===== config.mk =====
export PLATFORM = sky130hd
export DESIGN_NAME = axi_mem_unit
export DESIGN_NICKNAME = d
export VERILOG_FILES = /design/src/rtl/axi_mem_pkg.sv /design/src/rtl/mem_lane_align.sv /design/src/rtl/axi_mem_unit.sv
export SDC_FILE = /design/constraint.sdc
export NUM_CORES = 2
export LEC_CHECK = 0
export CORE_AREA = 2 2 503 505
export DETAILED_ROUTE_END_ITERATION = 10
export DIE_AREA = 0 0 505 507
export PLACE_DENSITY_LB_ADDON = 0.15
export SYNTH_ARGS = -nofsm -noshare
export SYNTH_HDL_FRONTEND = slang
export SYNTH_SLANG_ARGS = --single-unit

===== constraint.sdc =====
create_clock -name clk -period 4.19 [get_ports clk]
set_clock_uncertainty 0.1 [all_clocks]
set_input_delay 1.0475 -clock clk [delete_from_list [all_inputs] [get_ports clk]]
set_output_delay 1.0475 -clock clk [all_outputs]
set_load 0.03 [all_outputs]

===== src/rtl/axi_mem_pkg.sv =====
// -----------------------------------------------------------------------------
// axi_mem_pkg
// Shared types and constants for the memory-stage AXI load/store engine:
//   - state_e       : control FSM states
//   - SIZE_*        : access size encodings on the request interface
//   - BURST_INCR    : AXI burst type driven on every request
//   - RESP_OKAY     : AXI OKAY response code
//   - lane_mask()   : 4-bit byte-enable pattern for an access size
//   - is_misaligned(): alignment / reserved-size check for a request
// -----------------------------------------------------------------------------
package axi_mem_pkg;

  typedef enum logic [2:0] {
    ST_IDLE  = 3'd0,
    ST_RADDR = 3'd1,
    ST_RDATA = 3'd2,
    ST_WADDR = 3'd3,
    ST_WRESP = 3'd4,
    ST_FIN   = 3'd5
  } state_e;

  localparam logic [1:0] SIZE_BYTE = 2'b00;
  localparam logic [1:0] SIZE_HALF = 2'b01;
  localparam logic [1:0] SIZE_WORD = 2'b10;
  localparam logic [1:0] SIZE_RSVD = 2'b11;

  localparam logic [1:0] BURST_INCR = 2'b01;
  localparam logic [1:0] RESP_OKAY  = 2'b00;

  // Byte enables for an access of the given size, before lane shifting.
  function automatic logic [3:0] lane_mask(input logic [1:0] size);
    logic [3:0] m;
    case (size)
      SIZE_BYTE: m = 4'b0001;
      SIZE_HALF: m = 4'b0011;
      SIZE_WORD: m = 4'b1111;
      default:   m = 4'b0000;
    endcase
    return m;
  endfunction

  // Reserved size is folded into the misaligned error path.
  function automatic logic is_misaligned(input logic [1:0] size,
                                         input logic [1:0] addr_lo);
    logic mis;
    case (size)
      SIZE_BYTE: mis = 1'b0;
      SIZE_HALF: mis = addr_lo[0];
      SIZE_WORD: mis = (addr_lo != 2'b00);
      default:   mis = 1'b1;
    endcase
    return mis;
  endfunction

endpackage


===== src/rtl/mem_lane_align.sv =====
// -----------------------------------------------------------------------------
// mem_lane_align
// Combinational byte-lane steering between a 32-bit request and a wide AXI
// data bus.
// Ports:
//   off_i      : byte offset of the access within the bus word
//   size_i     : access size (SIZE_BYTE/HALF/WORD)
//   sign_ext_i : loads only, 1 = sign-extend, 0 = zero-extend
//   wdata_in_i : right-aligned store data
//   rdata_i    : full-width read beat
//   wdata_o    : store data shifted onto its byte lanes, other bits 0
//   wstrb_o    : byte strobes matching wdata_o
//   load_o     : extracted and extended load result
// -----------------------------------------------------------------------------
module mem_lane_align
  import axi_mem_pkg::*;
#(
  parameter int BUS_W = 512,
  parameter int OFF_W = $clog2(BUS_W / 8)
) (
  input  logic [OFF_W-1:0]   off_i,
  input  logic [1:0]         size_i,
  input  logic               sign_ext_i,
  input  logic [31:0]        wdata_in_i,
  input  logic [BUS_W-1:0]   rdata_i,
  output logic [BUS_W-1:0]   wdata_o,
  output logic [BUS_W/8-1:0] wstrb_o,
  output logic [31:0]        load_o
);

  localparam int STRB_W = BUS_W / 8;

  logic [OFF_W+2:0] shamt_s;
  logic [31:0]      data_mask_s;
  logic [31:0]      lane_s;

  // Write-data / strobe placement and read-lane extraction.
  always_comb begin
    shamt_s = {off_i, 3'b000};

    case (size_i)
      SIZE_BYTE: data_mask_s = 32'h0000_00FF;
      SIZE_HALF: data_mask_s = 32'h0000_FFFF;
      default:   data_mask_s = 32'hFFFF_FFFF;
    endcase

    wdata_o = {{(BUS_W-32){1'b0}}, (wdata_in_i & data_mask_s)} << shamt_s;
    wstrb_o = {{(STRB_W-4){1'b0}}, lane_mask(size_i)} << off_i;

    // Truncating cast keeps only the addressed lane after the right shift.
    lane_s = 32'(rdata_i >> shamt_s);

    case (size_i)
      SIZE_BYTE: load_o = {{24{sign_ext_i & lane_s[7]}}, lane_s[7:0]};
      SIZE_HALF: load_o = {{16{sign_ext_i & lane_s[15]}}, lane_s[15:0]};
      default:   load_o = lane_s;
    endcase
  end

endmodule


===== src/rtl/axi_mem_unit.sv =====
// -----------------------------------------------------------------------------
// axi_mem_unit
// Memory-stage load/store engine: converts one 8/16/32-bit request into a
// single-beat AXI4 read or write on a BUS_W-wide data bus and returns a
// one-cycle done pulse with result and error.
// Ports:
//   clk, rstn                      : clock, synchronous active-low reset
//   enable, is_store, size,
//   sign_ext, addr, wdata_in       : request (sampled only when idle)
//   done, err, rdata_out, busy     : completion / status
//   ar*, r*                        : AXI read address / data channels
//   aw*, w*, b*                    : AXI write address / data / response
// All handshake and data outputs are registered; burst attributes are
// constant single-beat INCR at full bus width.
// -----------------------------------------------------------------------------
module axi_mem_unit
  import axi_mem_pkg::*;
#(
  parameter int         ADDR_W = 29,
  parameter int         BUS_W  = 512,
  parameter logic [3:0] ID     = 4'd0
) (
  input  logic               clk,
  input  logic               rstn,
  // request
  input  logic               enable,
  input  logic               is_store,
  input  logic [1:0]         size,
  input  logic               sign_ext,
  input  logic [ADDR_W-1:0]  addr,
  input  logic [31:0]        wdata_in,
  // completion
  output logic               done,
  output logic               err,
  output logic [31:0]        rdata_out,
  output logic               busy,
  // AXI read address
  output logic [ADDR_W-1:0]  araddr,
  output logic               arvalid,
  input  logic               arready,
  output logic [3:0]         arid,
  output logic [7:0]         arlen,
  output logic [2:0]         arsize,
  output logic [1:0]         arburst,
  // AXI read data
  input  logic [BUS_W-1:0]   rdata,
  input  logic [1:0]         rresp,
  input  logic               rvalid,
  input  logic               rlast,
  output logic               rready,
  // AXI write address
  output logic [ADDR_W-1:0]  awaddr,
  output logic               awvalid,
  input  logic               awready,
  output logic [3:0]         awid,
  output logic [7:0]         awlen,
  output logic [2:0]         awsize,
  output logic [1:0]         awburst,
  // AXI write data
  output logic [BUS_W-1:0]   wdata,
  output logic [BUS_W/8-1:0] wstrb,
  output logic               wlast,
  output logic               wvalid,
  input  logic               wready,
  // AXI write response
  input  logic [1:0]         bresp,
  input  logic               bvalid,
  output logic               bready
);

  localparam int         STRB_W = BUS_W / 8;
  localparam int         OFF_W  = $clog2(STRB_W);
  localparam logic [2:0] AXSIZE = 3'(OFF_W);

  state_e              state_q, state_d;
  logic                arvalid_q, arvalid_d;
  logic                rready_q, rready_d;
  logic                awvalid_q, awvalid_d;
  logic                wvalid_q, wvalid_d;
  logic                wlast_q, wlast_d;
  logic                bready_q, bready_d;
  logic                done_q, done_d;
  logic                err_q, err_d;
  logic                busy_q, busy_d;
  logic [31:0]         rdata_out_q, rdata_out_d;
  logic [ADDR_W-1:0]   araddr_q, araddr_d;
  logic [ADDR_W-1:0]   awaddr_q, awaddr_d;
  logic [BUS_W-1:0]    wdata_q, wdata_d;
  logic [STRB_W-1:0]   wstrb_q, wstrb_d;
  logic [1:0]          size_q, size_d;
  logic [OFF_W-1:0]    off_q, off_d;
  logic                sign_q, sign_d;

  logic [ADDR_W-1:0]   bus_addr_s;
  logic                idle_s;
  logic [OFF_W-1:0]    algn_off_s;
  logic [1:0]          algn_size_s;
  logic [BUS_W-1:0]    algn_wdata_s;
  logic [STRB_W-1:0]   algn_wstrb_s;
  logic [31:0]         algn_load_s;
  logic                unused_s;

  // Single-beat transfers: rlast carries no information here.
  assign unused_s = rlast;

  assign bus_addr_s = {addr[ADDR_W-1:OFF_W], {OFF_W{1'b0}}};
  assign idle_s     = (state_q == ST_IDLE);

  // The write path is evaluated from the live request at accept time so the
  // shifted data can be registered together with awvalid/wvalid; the read
  // path uses the latched request while the data beat arrives.
  assign algn_off_s  = idle_s ? addr[OFF_W-1:0] : off_q;
  assign algn_size_s = idle_s ? size : size_q;

  mem_lane_align #(
    .BUS_W (BUS_W),
    .OFF_W (OFF_W)
  ) u_align (
    .off_i      (algn_off_s),
    .size_i     (algn_size_s),
    .sign_ext_i (sign_q),
    .wdata_in_i (wdata_in),
    .rdata_i    (rdata),
    .wdata_o    (algn_wdata_s),
    .wstrb_o    (algn_wstrb_s),
    .load_o     (algn_load_s)
  );

  // Next-state and next-output logic for the transaction FSM.
  always_comb begin
    state_d     = state_q;
    arvalid_d   = arvalid_q;
    rready_d    = rready_q;
    awvalid_d   = awvalid_q;
    wvalid_d    = wvalid_q;
    wlast_d     = wlast_q;
    bready_d    = bready_q;
    done_d      = 1'b0;
    err_d       = err_q;
    busy_d      = busy_q;
    rdata_out_d = rdata_out_q;
    araddr_d    = araddr_q;
    awaddr_d    = awaddr_q;
    wdata_d     = wdata_q;
    wstrb_d     = wstrb_q;
    size_d      = size_q;
    off_d       = off_q;
    sign_d      = sign_q;

    case (state_q)
      ST_IDLE: begin
        if (enable) begin
          busy_d = 1'b1;
          err_d  = 1'b0;
          size_d = size;
          off_d  = addr[OFF_W-1:0];
          sign_d = sign_ext;
          if (is_misaligned(size, addr[1:0])) begin
            err_d   = 1'b1;
            state_d = ST_FIN;
          end else if (is_store) begin
            awaddr_d  = bus_addr_s;
            awvalid_d = 1'b1;
            wvalid_d  = 1'b1;
            wlast_d   = 1'b1;
            wdata_d   = algn_wdata_s;
            wstrb_d   = algn_wstrb_s;
            state_d   = ST_WADDR;
          end else begin
            araddr_d  = bus_addr_s;
            arvalid_d = 1'b1;
            state_d   = ST_RADDR;
          end
        end else begin
          state_d = ST_IDLE;
        end
      end

      ST_RADDR: begin
        if (arready) begin
          arvalid_d = 1'b0;
          rready_d  = 1'b1;
          state_d   = ST_RDATA;
        end else begin
          state_d = ST_RADDR;
        end
      end

      ST_RDATA: begin
        if (rvalid) begin
          rdata_out_d = algn_load_s;
          err_d       = (rresp != RESP_OKAY);
          rready_d    = 1'b0;
          state_d     = ST_FIN;
        end else begin
          state_d = ST_RDATA;
        end
      end

      ST_WADDR: begin
        // Address and data channels complete independently, in any order.
        awvalid_d = awvalid_q & ~awready;
        wvalid_d  = wvalid_q & ~wready;
        wlast_d   = wvalid_q & ~wready;
        if (!awvalid_d && !wvalid_d) begin
          bready_d = 1'b1;
          state_d  = ST_WRESP;
        end else begin
          state_d = ST_WADDR;
        end
      end

      ST_WRESP: begin
        if (bvalid) begin
          err_d    = (bresp != RESP_OKAY);
          bready_d = 1'b0;
          state_d  = ST_FIN;
        end else begin
          state_d = ST_WRESP;
        end
      end

      ST_FIN: begin
        done_d  = 1'b1;
        busy_d  = 1'b0;
        state_d = ST_IDLE;
      end

      default: begin
        arvalid_d = 1'b0;
        rready_d  = 1'b0;
        awvalid_d = 1'b0;
        wvalid_d  = 1'b0;
        wlast_d   = 1'b0;
        bready_d  = 1'b0;
        busy_d    = 1'b0;
        state_d   = ST_IDLE;
      end
    endcase
  end

  // State and registered-output update with synchronous reset.
  always_ff @(posedge clk) begin
    if (!rstn) begin
      state_q     <= ST_IDLE;
      arvalid_q   <= 1'b0;
      rready_q    <= 1'b0;
      awvalid_q   <= 1'b0;
      wvalid_q    <= 1'b0;
      wlast_q     <= 1'b0;
      bready_q    <= 1'b0;
      done_q      <= 1'b0;
      err_q       <= 1'b0;
      busy_q      <= 1'b0;
      rdata_out_q <= 32'd0;
      araddr_q    <= {ADDR_W{1'b0}};
      awaddr_q    <= {ADDR_W{1'b0}};
      wdata_q     <= {BUS_W{1'b0}};
      wstrb_q     <= {STRB_W{1'b0}};
      size_q      <= 2'b00;
      off_q       <= {OFF_W{1'b0}};
      sign_q      <= 1'b0;
    end else begin
      state_q     <= state_d;
      arvalid_q   <= arvalid_d;
      rready_q    <= rready_d;
      awvalid_q   <= awvalid_d;
      wvalid_q    <= wvalid_d;
      wlast_q     <= wlast_d;
      bready_q    <= bready_d;
      done_q      <= done_d;
      err_q       <= err_d;
      busy_q      <= busy_d;
      rdata_out_q <= rdata_out_d;
      araddr_q    <= araddr_d;
      awaddr_q    <= awaddr_d;
      wdata_q     <= wdata_d;
      wstrb_q     <= wstrb_d;
      size_q      <= size_d;
      off_q       <= off_d;
      sign_q      <= sign_d;
    end
  end

  assign done      = done_q;
  assign err       = err_q;
  assign busy      = busy_q;
  assign rdata_out = rdata_out_q;
  assign araddr    = araddr_q;
  assign arvalid   = arvalid_q;
  assign rready    = rready_q;
  assign awaddr    = awaddr_q;
  assign awvalid   = awvalid_q;
  assign wvalid    = wvalid_q;
  assign wlast     = wlast_q;
  assign wdata     = wdata_q;
  assign wstrb     = wstrb_q;
  assign bready    = bready_q;

  assign arid    = ID;
  assign awid    = ID;
  assign arlen   = 8'd0;
  assign awlen   = 8'd0;
  assign arsize  = AXSIZE;
  assign awsize  = AXSIZE;
  assign arburst = BURST_INCR;
  assign awburst = BURST_INCR;

endmodule


# After elaboration in Yosys (flattened, before gate mapping)
# Cells that the tools add are included.
# classes
bitwise_logic	14
shifts	3
muxes	40
n_reduce_logical	25
n_eq_ne	17
# ops
op	n
$shl A32 B9 Y512	1
$shr A512 B9 Y32	1
$pmux W32 S2	2
$shl A4 B6 Y64	1
$and A32 B32 Y32	1
$pmux W1 S3	7
$mux W1	20
$reduce_or A4 Y1	5
$ne A2 B2 Y1 const B	8
$reduce_and A4 Y1	4
$pmux W3 S5	1
$mux W3	4
$pmux W4 S3	1
$not A1 Y1	9
$eq A3 B2 Y1 const B	2
$eq A3 B3 Y1 const B	2
$mux W2	3
$mux W6	1
$reduce_and A2 Y1	3
$reduce_and A3 Y1	2
$reduce_bool A2 Y1	3
$reduce_and A5 Y1	1
$and A1 B1 Y1	4
$eq A2 B1 Y1 const B	2
8 further kinds	11
# word_totals
input_bits	590
register_bits	674

# Logic depth before layout (Yosys ltp)
# depth
ltp_word	7
mapped_depth	14

# By module
# From an unflattened synthesis, not the netlist that was laid out.
# hier_totals
hier_cells	5568
area_unflattened_um2	45293.4
# modules_own_cells
module	seq_area_each_um2	instances	area_per_inst_um2	cells_per_inst
axi_mem_unit	13492.9	1	24788.8	3059
mem_lane_align	0.0	1	20504.7	2509

# Worst setup path after synthesis
# OpenSTA, ideal clock, no wires.
# synth_timing
kind	input-to-reg
from	input addr[2]
to	register rdata_out_q[30] (netlist: rdata_out[30])
arrival_time_ns	3.218
cell_stages	11
setup_ns	0.127
setup_slack_ns	0.745
path_buffers	3
cell_sequence	or4b_1 > buf_2 > nand2_4 > buf_2 > mux2_2 > o211ai_1 > nand4_1 > a22oi_1 > o22a_1 > buf_2 > a21oi_1
# synth_between
elab_chain_len	4
# synth_rtl
item	line_no	source
start, declared	axi_mem_unit.sv:30	input logic [ADDR_W-1:0] addr,
$mux W6 (*)	axi_mem_unit.sv:112	assign algn_off_s = idle_s ? addr[OFF_W-1:0] : off_q;
$shr A512 B9 Y32 (*)	mem_lane_align.sv:51	lane_s = 32'(rdata_i >> shamt_s);
$and A1 B1 Y1 (on tied branches)	mem_lane_align.sv:55, mem_lane_align.sv:54	
$pmux W32 S2 (*)	mem_lane_align.sv:53	case (size_i)
end signal, assigned	axi_mem_unit.sv:274	rdata_out_q <= rdata_out_d;
end, declared	axi_mem_unit.sv:85	logic [31:0] rdata_out_q, rdata_out_d;
# Mark *: on every way between the ends. The rest lies on a longest branch, timed or not.
# A chain may end at the register's enable or synchronous reset.

# Worst setup path after layout
# layout_timing
from	input addr[2]
to	register rdata_out_q[28] (netlist: rdata_out[28])
# The elaborated chain is that of the path after synthesis.

==> flow_summary.ini <==
[clock_network]
cts_buffers = 85
clock_path_buffers = 3
ctsHoldBuffers = 0
clk_pin_slew_worst_paths_ns = 0.06
htree_levels = 3
cts_tree = done
insertion_delay_ns = 0.70
clock-root-buffer = clkbuf_16
cts_num_sinks = 674

[yosys]
ys_async_sr_fraction_pct = 0
synth-seq-area-share_pct = 33.36
yosys_warnings = 0
synth_edf_count = 0
netlist_instances = 5262
yosys.cell_types.count = 95
synth_ff_type = dfxtp_1
synth-seq-cells = 674
syn_area_per_cell_um2 = 7.687
synth_area_mm2 = 0.04045

[placed_design]
io_buffers = 1251
routabilityCongestion = 0.9626
post-place-ws_ns = -0.6601
hpwl_um = 286800

[timing]
post-route-min-period_ns = 4.198
max_freq_mhz = 238.2
tightest_slew_ns = 1.090
slew_headroom_pct = 27.36
fin_crit_sh_pct = 100.2
setup_viol = 1
maxSlewViolCount = 0
hold_viol = 0
whs_ns = 0.3513
setup_ws_ns = -0.008122

[detailed_routing]
drcViolationCount = 0
first_pass_iters = 7
drt_iter0_drc = 6227
vias = 52843
ant_nets = 0
wirelength_um = 358500
routed_via_density = 5.082
wl_per_cell_um = 34.47

[flow_run]
drv_cap = 0

[cells_and_area]
area_growth_pct = 63.39
layout_common_cells = clkdlybuf4s50_1, nand2_1, nor2_1
num-nets-final = 7516
drive_gt1_share_pct = 16.26
layout_commonest_cell = clkdlybuf4s50_1
seqCellArea_mm2 = 0.01349
multi_input_comb_area_mm2 = 0.02449
fill_cells = 27443

[floorplan]
dieArea_mm2 = 0.2560
core_area_mm2 = 0.2505
ios = 1299
die_h_um = 507
rows = 184
initial_core_util_pct = 16.15
die_w_um = 505

[global_route]
grt_pass1_vias = 50205
overflow = 0
antenna_found_initial = 135
grt_pass1_wl_um = 472300
grt_max_degree = 188
track_usage_pct = 26.61

[setup_path]
worst_ep_arrival_time_ns = 4.73
crit_path_frequent_cell = buf_4
crit_path_start_kind = input pin
cp_max_fo = 32
required_ns = 4.72
crit_type = input pin to flop
critPathCaptureType = flop
timing.critical_path.buf_inv = 6
cpMaxStageDelayCell = nor3_1
crit_path_max_incr_delay_ns = 0.68
crit_family = buffers and inverters
cp_cell_sequence = clkdlybuf4s50_1 > nor4b_4 > buf_4 > buf_12 > nor2_4 > buf_4 > buf_12 > nand2_1 > a31oi_1 > a211oi_1 > nor3_1 > buf_4 > o211ai_1 > a21oi_1

[power_and_ir_drop]
ir_drop_mv = 0.2924
total_power_mw = 28.36
cellPowerDensity_mw_per_mm2 = 429.1
p_leak_nw = 24.15

[status]
status = finished with violations
violations = setup timing

[min_path]
hold_path_class = flop to flop
==> registers in the layout (all words and copies together), names as in the netlist, 2 cells and up <==
register	flops
off_q	6
rdata_out	32
wstrb	64
wdata	512
state_q	3
size_q	2
awaddr	23
araddr	23
==> final cells by class <==
type	count	area share (%)
clock inverters	26	0.6664
inverters	11	0.07384
repair buffers	2099	31.41
flip-flops and latches	674	20.42
multi-input cells	4050	37.05
clock buffers	131	3.813
diodes	60	0.2272
well taps	3348	6.339
==> final timing paths <==
kind	endpoint	slack, ns	cells after the start	startpoint
worst max register to register	rdata_out[28]	0.10	14	state_q[1]
worst min-delay path	wdata[269]	0.35	2	wdata[269]
worst max-delay path	rdata_out[28]	-0.008	14	addr[2]
worst min register to register	wdata[269]	0.35	2	wdata[269]
==> where the power goes <==
part           internal [mW]  total [mW]  leakage, nW  switching, mW
clock network           4.51        7.87         1.43           3.36
registers               6.50        6.59         5.43         0.0915
logic                   5.32        13.9         17.3           8.57
total                   16.3        28.4         24.1           12.0
==> metal layers <==
layer	global-route usage, %	up-vias	wire length [µm]
met1	35.72	26519	158400
met2	39.59	2837	152700
met4	10.87	50	15160
met5	0	-	315
li1	-	22882	-
met3	7.744	555	31920
==> worst reg2reg max path: stages (launching register included) <==
cell and delay, ns:
dfxtp_1 0.61, buf_12 0.23, nor4b_4 0.06, buf_4 0.16, buf_12 0.13, nor2_4 0.47
buf_4 0.37, buf_12 0.25, nand2_1 0.09, a31oi_1 0.28, a211oi_1 0.13, nor3_1 0.68
buf_4 0.23, o211ai_1 0.08, a21oi_1 0.16
==> cells in the mapped netlist, types with 15 or more instances <==
cell type / n / area share, %
a2111oi_0: 20 / 0.43
a211oi_1: 211 / 3.9
a21oi_1: 268 / 3.3
a221oi_1: 25 / 0.54
a22o_1: 22 / 0.48
a22oi_1: 481 / 8.9
a2bb2oi_1: 59 / 1.3
a311oi_1: 60 / 1.3
a31oi_1: 88 / 1.4
a32o_1: 28 / 0.69
a32oi_1: 36 / 0.78
and3_1: 143 / 2.2
buf_1: 15 / 0.14
buf_2: 191 / 2.4
buf_4: 86 / 1.6
buf_6: 15 / 0.42
clkbuf_1: 263 / 2.4
dfxtp_1: 674 / 33
mux2_2: 35 / 0.97
mux2i_1: 246 / 6.1
nand2_1: 730 / 6.8
nand2b_1: 15 / 0.23
nand3_1: 208 / 2.6
nor2_1: 734 / 6.8
nor2_2: 15 / 0.23
nor3_1: 40 / 0.49
o211ai_1: 20 / 0.37
o21ai_0: 169 / 2.1
o221ai_1: 15 / 0.32
o22ai_1: 90 / 1.4
==> stage by stage <==
| step | util [%] | TNS, ns | instance area [µm²] | instances |
|---|---|---|---|---|
| final | 26.38 | -0.008122 | 66090 | 10399 |
| after global routing | 26.37 | -0.001751 | 66040 | 10380 |
| after CTS | 26.32 | 0 | 65930 | 10339 |
| after detailed placement | 25.14 | -149.85 | 62970 | 10182 |
| after global placement | 25.14 | -141.06 | 62970 | 10182 |
| after floorplan | - | 0 | 40610 | 5306 |
==> timing repair <==
| action | CTS | global route |
|---|---|---|
| endpoints found under the setup margin | 0 | 21 |
| buffers inserted | 0 | 0 |
| resized for setup | 0 | 2 |
==> logic make-up (layout without fill, tap and decap cells) <==
family	after synthesis	in the layout	synth area share [%]
adder cells (fa/ha/maj)	5	5	0.1547
AND/OR/NAND/NOR	1971	1971	21.01
other	2	106	0.01857
flip-flops	674	674	33.36
buffers and inverters	582	2267	7.109
AO/OA/AOI/OAI	1732	1732	30.51
multiplexers	296	296	7.839
Power figures use the tool's default switching activity.
